$ cat config.mk
export PLATFORM = sky130hd
export DESIGN_NAME = ascon_perm_ctrl
export DESIGN_NICKNAME = d
export VERILOG_FILES = /design/src/rtl/ascon_pkg.sv /design/src/rtl/ascon_perm_ctrl.sv
export SDC_FILE = /design/constraint.sdc
export NUM_CORES = 1
export LEC_CHECK = 0
export ABC_CLOCK_PERIOD_IN_PS = 4100
export CAP_MARGIN = 5
export CORE_MARGIN = 5
export CORE_UTILIZATION = 52
export DETAILED_ROUTE_END_ITERATION = 10
export PLACE_DENSITY_LB_ADDON = 0.1
export SETUP_SLACK_MARGIN = 0.05
export SLEW_MARGIN = 20
export SYNTH_ARGS = -nofsm -noshare
export SYNTH_HDL_FRONTEND = slang
export SYNTH_SLANG_ARGS = --single-unit
$ cat constraint.sdc
create_clock -name clk -period 4.1 [get_ports clk]
set_input_delay 1.025 -clock clk [delete_from_list [all_inputs] [get_ports clk]]
set_output_delay 1.025 -clock clk [all_outputs]
set_load 0.02 [all_outputs]
$ cat src/rtl/ascon_pkg.sv
`timescale 1ns/1ps
// Shared definitions for the Ascon permutation controller.
// Holds the sequencer state encoding and the standard round counts
// for p^a and p^b.
package ascon_pkg;

    // Number of rounds of the full (p^a) and reduced (p^b) permutation.
    localparam int unsigned ASCON_ROUNDS_A = 12;
    localparam int unsigned ASCON_ROUNDS_B = 8;

    // Sequencer states.
    typedef enum logic [1:0] {
        ST_IDLE  = 2'd0,
        ST_LOAD  = 2'd1,
        ST_ROUND = 2'd2,
        ST_DONE  = 2'd3
    } ctrl_state_t;

endpackage : ascon_pkg

$ cat src/rtl/ascon_perm_ctrl.sv
`timescale 1ns/1ps
// ascon_perm_ctrl
// Sequencer for the Ascon permutation datapath. It accepts a start request,
// drives the state-mux select and state-register enable, and steps the
// round-constant index through p^a (indices 0..ROUNDS_A-1) or p^b
// (indices ROUNDS_A-ROUNDS_B..ROUNDS_A-1). Completion is a one-cycle done.
//
// Ports
//   clk        system clock, rising edge
//   rst        synchronous active-high reset
//   start      permutation request, accepted only while ready=1
//   full       sampled with an accepted start: 1 = p^a, 0 = p^b
//   abort      cancels an operation in LOAD, ROUND or DONE
//   ready      idle and able to accept start
//   busy       operation in progress (LOAD or ROUND)
//   load_sel   state-mux select: 0 = external state, 1 = round output
//   state_en   state register write enable
//   round_idx  round-constant index for the current round
//   done       one-cycle pulse, state register holds the permuted result
//
// All outputs are registered; they are decoded from the next state and the
// next counter value so that they line up with the state they describe.
module ascon_perm_ctrl
    import ascon_pkg::*;
#(
    parameter int unsigned ROUNDS_A  = ASCON_ROUNDS_A,
    parameter int unsigned ROUNDS_B  = ASCON_ROUNDS_B,
    parameter int unsigned CNT_WIDTH = 4
) (
    input  logic                 clk,
    input  logic                 rst,
    input  logic                 start,
    input  logic                 full,
    input  logic                 abort,
    output logic                 ready,
    output logic                 busy,
    output logic                 load_sel,
    output logic                 state_en,
    output logic [CNT_WIDTH-1:0] round_idx,
    output logic                 done
);

    // Index of the last round, shared by both permutation variants.
    localparam logic [CNT_WIDTH-1:0] LAST_IDX  = CNT_WIDTH'(ROUNDS_A - 1);
    // First round index of p^b: p^b uses the tail of the p^a constants.
    localparam logic [CNT_WIDTH-1:0] START_B   = CNT_WIDTH'(ROUNDS_A - ROUNDS_B);
    localparam logic [CNT_WIDTH-1:0] CNT_ZERO  = '0;
    localparam logic [CNT_WIDTH-1:0] CNT_ONE   = CNT_WIDTH'(1);

    ctrl_state_t          state, state_nx;
    logic [CNT_WIDTH-1:0] cnt, cnt_nx;
    logic                 mode, mode_nx;

    logic                 ready_d;
    logic                 busy_d;
    logic                 load_sel_d;
    logic                 state_en_d;
    logic [CNT_WIDTH-1:0] round_idx_d;
    logic                 done_d;

    // State, counter, mode flag and output registers.
    always_ff @(posedge clk) begin
        if (rst) begin
            state     <= ST_IDLE;
            cnt       <= CNT_ZERO;
            mode      <= 1'b0;
            ready     <= 1'b1;
            busy      <= 1'b0;
            load_sel  <= 1'b0;
            state_en  <= 1'b0;
            round_idx <= CNT_ZERO;
            done      <= 1'b0;
        end else begin
            state     <= state_nx;
            cnt       <= cnt_nx;
            mode      <= mode_nx;
            ready     <= ready_d;
            busy      <= busy_d;
            load_sel  <= load_sel_d;
            state_en  <= state_en_d;
            round_idx <= round_idx_d;
            done      <= done_d;
        end
    end

    // Next state, counter and mode.
    always_comb begin
        state_nx = state;
        cnt_nx   = cnt;
        mode_nx  = mode;

        case (state)
            ST_IDLE: begin
                // abort in IDLE suppresses a simultaneous start
                if (start && !abort) begin
                    state_nx = ST_LOAD;
                    mode_nx  = full;
                end
            end
            ST_LOAD: begin
                state_nx = ST_ROUND;
                cnt_nx   = mode ? CNT_ZERO : START_B;
            end
            ST_ROUND: begin
                if (cnt == LAST_IDX) begin
                    state_nx = ST_DONE;
                    cnt_nx   = CNT_ZERO;
                end else begin
                    cnt_nx = cnt + CNT_ONE;
                end
            end
            ST_DONE: begin
                state_nx = ST_IDLE;
            end
            default: begin
                state_nx = ST_IDLE;
                cnt_nx   = CNT_ZERO;
            end
        endcase

        // abort overrides every other transition outside IDLE
        if (abort && (state != ST_IDLE)) begin
            state_nx = ST_IDLE;
            cnt_nx   = CNT_ZERO;
        end
    end

    // Moore output decode of the upcoming state.
    always_comb begin
        ready_d     = 1'b0;
        busy_d      = 1'b0;
        load_sel_d  = 1'b0;
        state_en_d  = 1'b0;
        round_idx_d = CNT_ZERO;
        done_d      = 1'b0;

        case (state_nx)
            ST_IDLE: begin
                ready_d = 1'b1;
            end
            ST_LOAD: begin
                busy_d     = 1'b1;
                state_en_d = 1'b1;
            end
            ST_ROUND: begin
                busy_d      = 1'b1;
                state_en_d  = 1'b1;
                load_sel_d  = 1'b1;
                round_idx_d = cnt_nx;
            end
            ST_DONE: begin
                done_d = 1'b1;
            end
            default: begin
                ready_d = 1'b1;
            end
        endcase
    end

endmodule : ascon_perm_ctrl

==> results.md, run 1 <==
* Sw Share at slightly above 40%
* CTS root buf: clkbuf_4
* Max_cap viols at 0
* Pwr dens at about 620 mW/mm^2
* Detailed Route WL at roughly 1400 um
* Hold buffers post-CTS at 0
* Ys Warns at 0
* CP max-delay cell: clkdlybuf4s50_1
* Clock Path Buffers at 2
* Die ar. at between 0.002 and 0.0025 mm^2
* Setup tns final at 0 ns
* Synthesized area at 737 um^2
* PostCTS Resize Cnt at 0
* Area occupied by multi-input gates at 410 um^2
* Diode count at 0
* Setup Skew at 0.00703 ns
* IO Pins at 14
* First-pass GRT wire length at around 2500 um
* Layout cell share with drive strength beyond 1 at roughly 16%
* DR vias/cell at ~5.4
* Worst EP required at 4.26 ns
* Crit end category: flop
* Kind of cell adding the most delay to the critical path: simple AND/OR/NAND/NOR gates
* H-Tree Depth at 1
* Endpoints failing setup at 0
* Placed Area at between 800 and 900 um^2
* Sequential Area at ~300 um^2
* Placed instance count at between 100 and 150
* Worst-path cell chain: clkdlybuf4s50_1 -> nor2b_2 -> nor3b_2 -> o31a_1 -> ha_1 -> and2b_2 -> nand2_2 -> o32ai_2
* Port bufs at 13
* Largest net degree at the start of global routing at 9
* Final Hold Fails at 0
* #FFs+latches synth at 15
* Slew @ Worst Pin at about 0.31 ns
* Met1 Wirelength at approximately 620 um
* LEAKAGE at between 0.3 and 0.4 nW
* Tmin final at ~2.5 ns
* Worst-path fanout max at 4
* Switching power at roughly 230 uW
* Worst slew margin at between 70% and 80%
* Worst EP arrival at around 2.7 ns
* Met2 wire len at 720 um
* Core Box Area at about 0.0013 mm^2
* Starting density of the core at between 50% and 60%
* FILL cells at between 90 and 100
* Clk slew on worst S/H paths at 0.09 ns
* Period utilization at slightly above 60%
* Vias at about 570
* Hold WC Path Type: flop to flop
* Final instance area at 905 um^2
* Outcome: finished clean
* Die Span Y at roughly 48 um
* Max IR drop VDD at roughly 0.41 mV
* Net count, final at 103
* DRT Pass-1 Iters at 4
* Max-slew violations at 0
* CP Class: primary input to flop
* Reg power frac at roughly 34%
* Top Metal Used: met4
* RSZ-0062 raised after global routing: false
* CTS tree: yes
* Worst hold slack at approximately 0.58 ns
* CP bufs+invs at 1
* CP max stage delay at approximately 0.45 ns
* Initial antenna violation count at 0
* P_int at 334 uW
* Synth Instances at 74
* Met3 WL at about 60 um
* GRT Overall Usage at 15.6%
* Die Width at approximately 48 um
* Final Non-Filler Cells at around 110
* Netlist cell types at 31
* Post-CTS setup buffers at 0
* Mean post-synth cell area at between 9 and 10 um^2
* Detailed Place HPWL at 1020 um
* Worst skew pair latency at around 0.28 ns
* Synth-to-Final Area Change at 22.8%
* Clock Sink Count at 15
* DRC Markers at 0
* Rows at 13
* Placer Congestion at about 0.8
* WL/cell at between 10 and 15 um
* Critical path startpoint category: primary input
* Seq/Total Area, Yosys at 40.7%
* Remaining antenna violation count at 0
* Synthesized Nets at 86
* Comb power frac at about half
* Vias in the first global route at about 560
* Max Fclk at roughly 0.39 GHz
* Aggregate global routing overflow at 0
* Drt initial violations at 21
* Num CTS Buffers at 3
* Clk pwr share at ~15%
-- flip-flops by register name, indices dropped and copies added (netlist names) --
register	count
cnt	4
ready	1
state_en	1
load_sel	1
done	1
round_idx	4
mode	1
state	2
-- placed cells by master (no fill, tap or decap) --
cell type         n
nor3b_2           1
and2b_2           1
nor2_1            7
nor2b_1           3
o31ai_1           1
nor3_1            1
ha_1              7
nor4_2            1
nand2_2           1
nor4bb_1          1
clkbuf_4          3
nand2b_1          1
o32ai_2           2
or2_2             1
o21ai_0           3
xor2_1            1
and2b_1           1
nor2b_2           1
nand3_1           3
a21bo_2           1
a21oi_1           5
or2b_4            1
inv_1             5
clkbuf_1          1
nand2_1           2
clkdlybuf4s50_1  13
and3b_1           1
o31a_1            1
and3_1            1
dfxtp_1          15
nand3b_1          2
a2bb2oi_1         1
nand2b_4          1
-- metrics by stage --
step	setup slack, ns	total power, mW	util (%)
floorplan	1.82	0.405	-
global placement	1.31	0.475	66.7
detailed placement	1.28	0.476	66.7
CTS	1.56	0.563	68.7
global route	1.41	0.609	68.7
finish	1.56	0.560	68.7
-- cells in the mapped netlist --
| cell type | number | area [um^2] |
|---|---|---|
| a21oi_1 | 5 | 25.0 |
| nand2b_1 | 1 | 6.26 |
| xor2_1 | 1 | 8.76 |
| nor3b_2 | 1 | 12.5 |
| nor2_1 | 7 | 26.3 |
| o31a_1 | 1 | 8.76 |
| and2b_1 | 1 | 7.51 |
| nand2_2 | 1 | 6.26 |
| and3b_1 | 1 | 8.76 |
| buf_4 | 1 | 7.51 |
| o21ai_0 | 3 | 15.0 |
| o31ai_1 | 1 | 7.51 |
| or2_2 | 1 | 6.26 |
| and2b_2 | 1 | 8.76 |
| nor2b_2 | 1 | 8.76 |
| nor4bb_1 | 1 | 10.0 |
| a2bb2oi_1 | 1 | 8.76 |
| nor3_1 | 1 | 5.00 |
| o32ai_2 | 2 | 32.5 |
| inv_1 | 5 | 18.8 |
| nor4_2 | 1 | 12.5 |
| nor2b_1 | 3 | 18.8 |
| or2b_4 | 1 | 11.3 |
| nand2_1 | 2 | 7.51 |
| and3_1 | 1 | 6.26 |
| nand2b_4 | 1 | 13.8 |
| nand3_1 | 3 | 15.0 |
| nand3b_1 | 2 | 15.0 |
| ha_1 | 7 | 87.6 |
| a21bo_2 | 1 | 10.0 |
| dfxtp_1 | 15 | 300 |
-- tightest hold or removal path, cell delays in order, from the launching register on --
cell and delay, ns:
dfxtp_1 0.36, nand3_1 0.11, o32ai_2 0.07
-- worst paths after layout --
path,from,depth (start not counted),endpoint,slack (ns)
worst max-delay path,abort,8,round_idx[3],1.56
worst max register to register,state[0],8,round_idx[3],2.02
worst min register to register,cnt[3],2,round_idx[3],0.58
worst min-delay path,cnt[3],2,round_idx[3],0.58
-- power groups by stage --
stage,clock [mW],sequential [mW],combinational (mW)
final,0.0849,0.190,0.285
after global routing,0.0956,0.192,0.322
after CTS,0.0879,0.190,0.286
after detailed placement,0,0.193,0.283
after global placement,0,0.192,0.284
after floorplan,0,0.208,0.197
-- cell families (layout without fill, tap and decap cells) --
family	after synthesis	count (layout)	share of synthesized area, %
xor gates and xnor gates	1	1	1.19
and+or+nand+nor	31	31	28.0
buffers and inverters	6	22	3.57
adders and majority gates	7	7	11.9
AOI/OAI and AO/OA	14	14	14.6
DFF	15	15	40.7
-- final cells by class --
type | count | area share, %
Multi-Input combinational cell | 53 | 45.4
Sequential cell | 15 | 33.2
Timing Repair Buffer | 13 | 14.4
Clock buffer | 4 | 2.90
Inverter | 5 | 2.07
Tap cell | 15 | 2.07
-- layer usage --
layer / global-route usage, % / vias up
li1: - / 285
met1: 20.4 / 271
met2: 25.7 / 14
met3: 3.38 / 2
met4: 4.84 / 0
met5: 0 / -
Note: power is estimated with default switching activity, not from simulation.
==> inputs of run 2 (changes only) <==
--- a/config.mk
+++ b/config.mk
@@ -5,10 +5,10 @@
 export SDC_FILE = /design/constraint.sdc
 export NUM_CORES = 1
 export LEC_CHECK = 0
-export ABC_CLOCK_PERIOD_IN_PS = 4100
+export ABC_CLOCK_PERIOD_IN_PS = 2150
 export CAP_MARGIN = 5
 export CORE_MARGIN = 5
-export CORE_UTILIZATION = 52
+export CORE_UTILIZATION = 44
 export DETAILED_ROUTE_END_ITERATION = 10
 export PLACE_DENSITY_LB_ADDON = 0.1
 export SETUP_SLACK_MARGIN = 0.05
==> constraint.sdc (replaced) <==
create_clock -name clk -period 2.15 [get_ports clk]
set_input_delay 0.5375 -clock clk [delete_from_list [all_inputs] [get_ports clk]]
set_output_delay 0.5375 -clock clk [all_outputs]
set_load 0.02 [all_outputs]
==> results.md, run 2 (synthesized netlist as in run 1, its figures left out) <==
* CTS root buf: clkbuf_4
* Critical path startpoint category: primary input
* Hold buffers post-CTS at 0 (unchanged)
* Final WS setup at 0.119 ns (-1.44 ns)
* Hold WC Path Type: flop to flop
* Area occupied by multi-input gates at 410 um^2 (unchanged)
* Tmin final at just over 2 ns
* Vias in the first global route at 565 (+1.6%)
* GRT Overall Usage at 13.1% (-2.5 points)
* Die Span Y at 50.9 um (+6.9%)
* Detailed Route WL at 1490 um (+5.4%)
* LEAKAGE at 0.396 nW (+10%)
* CTS tree: yes
* IO Pins at 14 (unchanged)
* Setup Skew at 0.0107 ns (+0.00368 ns)
* Slew @ Worst Pin at 0.281 ns (-0.0314 ns)
* Placer Congestion at 0.776 (-0.84%)
* Net count, final at 111 (+7.8%)
* Fin util at 62.7% (-5.9 points)
* Core Box Area at 0.00154 mm^2 (+17%)
* Pre-CTS WS at -0.170 ns (-1.45 ns)
* Port bufs at 13 (unchanged)
* Worst skew pair latency at 0.29 ns (about the same)
* Max_cap viols at 0 (unchanged)
* Clock Sink Count at 15 (unchanged)
* Rows at 14 (+1)
* Post-CTS setup buffers at 0 (unchanged)
* Regs by FF count: cnt (4), round_idx (4), state (2)
* Clock Path Buffers at 2 (unchanged)
* Starting density of the core at 47.8% (-8.1 points)
* First-pass GRT wire length at 2550 um (+2.0%)
* R2r setup slk at 0.21 ns (-1.81 ns)
* Sequential Area at 302 um^2 (+0.42%)
* Endpoints failing setup at 0 (unchanged)
* Layout cell share with drive strength beyond 1 at 23.5% (+7.9 points)
* Die ar. at 0.00259 mm^2 (+14%)
* Worst EP required at 2.31 ns (-1.95 ns)
* Commonest non-fill, non-tap cell in the layout: dfxtp_1
* WL/cell at 13.1 um (-2.9%)
* Final instance area at 967 um^2 (+6.9%)
* Detailed Place HPWL at 1110 um (+8.2%)
* Period utilization at between 90% and 100%
* Commonest cells after routing, fill and taps aside: dfxtp_1 (14), clkdlybuf4s50_1 (13), buf_4 (8)
* Pwr dens at 1250 mW/mm^2 (+100%)
* Die Width at 50.9 um (+6.9%)
* Remaining antenna violation count at 0 (unchanged)
* Max IR drop VDD at 0.895 mV (+120%)
* Worst-path fanout max at 4 (unchanged)
* Clk slew on worst S/H paths at 0.08 ns (about the same)
* Crit end category: flop
* Max-slew violations at 0 (unchanged)
* Num CTS Buffers at 3 (unchanged)
* Placed Area at 940 um^2 (+7.0%)
* Worst slew margin at 81.1% (+2.2 points)
* DRC Markers at 0 (unchanged)
* Largest net degree at the start of global routing at 9 (unchanged)
* Final Hold Fails at 0 (unchanged)
* FILL cells at 137 (+38%)
* Initial antenna violation count at 0 (unchanged)
* Max Fclk at slightly below 0.5 GHz
* CP Class: primary input to flop
* DRT Pass-1 Iters at 4 (unchanged)
* Diode count at 0 (unchanged)
* DR vias/cell at 5.13 (-5.8%)
* Aggregate global routing overflow at 0 (unchanged)
* Worst EP arrival at 2.19 ns (-0.51 ns)
* Worst hold slack at 0.552 ns (-0.0249 ns)
* H-Tree Depth at 1 (unchanged)
* Drt initial violations at 7 (-67%)
* Vias at 585 (+2.3%)
* Synth-to-Final Area Change at 31.2%
* Outcome: finished clean
* RSZ-0062 raised after global routing: false
[run 2: changes by cell type in the layout (fill, tap and decap cells not counted)]
cell	delta
dfxtp_2	+1
buf_4	+8
o21ai_1	+1
dfxtp_1	-1
o21ai_0	-1
[run 2: worst paths after layout]
kind / startpoint / endpoint / cells past startpoint
min reg2reg: cnt[1] / cnt[1] / 2
max: abort / round_idx[3] / 8
min: cnt[1] / cnt[1] / 2
max reg2reg: state[0] / round_idx[3] / 8
[run 2: metal layers]
metal  part of all wire (%)  wire length, um  GRT usage [%]
met5                      0                0              0
met2                     46              689           19.8
met1                     47              700           16.6
met4                    2.7               40           7.66
met3                    4.0               59           3.49
[run 2: critical path, cell delays in order]
cell and delay, ns:
clkdlybuf4s50_1 0.45, nor2b_2 0.19, nor3b_2 0.07, o31a_1 0.32, ha_1 0.20, and2b_2 0.22
nand2_2 0.11, o32ai_2 0.10
[run 2: repair_timing]
item / 4_1_cts / 5_1_grt
endpoints found under the setup margin: 0 / 1
endpoints found under the hold margin: 0 / 0
gates resized for setup: 0 / 2
[run 2: report_power, final]
part / switching (mW) / internal [mW]
Clock: 0.0925 / 0.0722
Combinational: 0.346 / 0.336
Sequential: 0.0322 / 0.331
[run 2: final cells by class]
cell class / instances / share of cell area [%]
Tap cell: 16 / 2.07
Inverter: 5 / 1.94
Sequential cell: 15 / 31.2
Clock buffer: 4 / 2.72
Timing Repair Buffer: 21 / 19.7
Multi-Input combinational cell: 53 / 42.4
[run 2: through the flow]
step / power, mW / TNS (ns) / std cells
floorplan: 0.772 / 0 / 74
global placement: 1.03 / -0.466 / 110
detailed placement: 1.05 / -0.736 / 110
CTS: 1.22 / 0 / 114
global route: 1.31 / 0 / 114
finish: 1.21 / 0 / 114
==> inputs of run 3 (changes only) <==
--- a/config.mk
+++ b/config.mk
@@ -12,7 +12,7 @@
 export DETAILED_ROUTE_END_ITERATION = 10
 export PLACE_DENSITY_LB_ADDON = 0.1
 export SETUP_SLACK_MARGIN = 0.05
-export SLEW_MARGIN = 20
+export SLEW_MARGIN = 10
 export SYNTH_ARGS = -nofsm -noshare
 export SYNTH_HDL_FRONTEND = slang
 export SYNTH_SLANG_ARGS = --single-unit
==> results of run 3 <==
Final layout, timing and power as in run 2 (identical DEF).
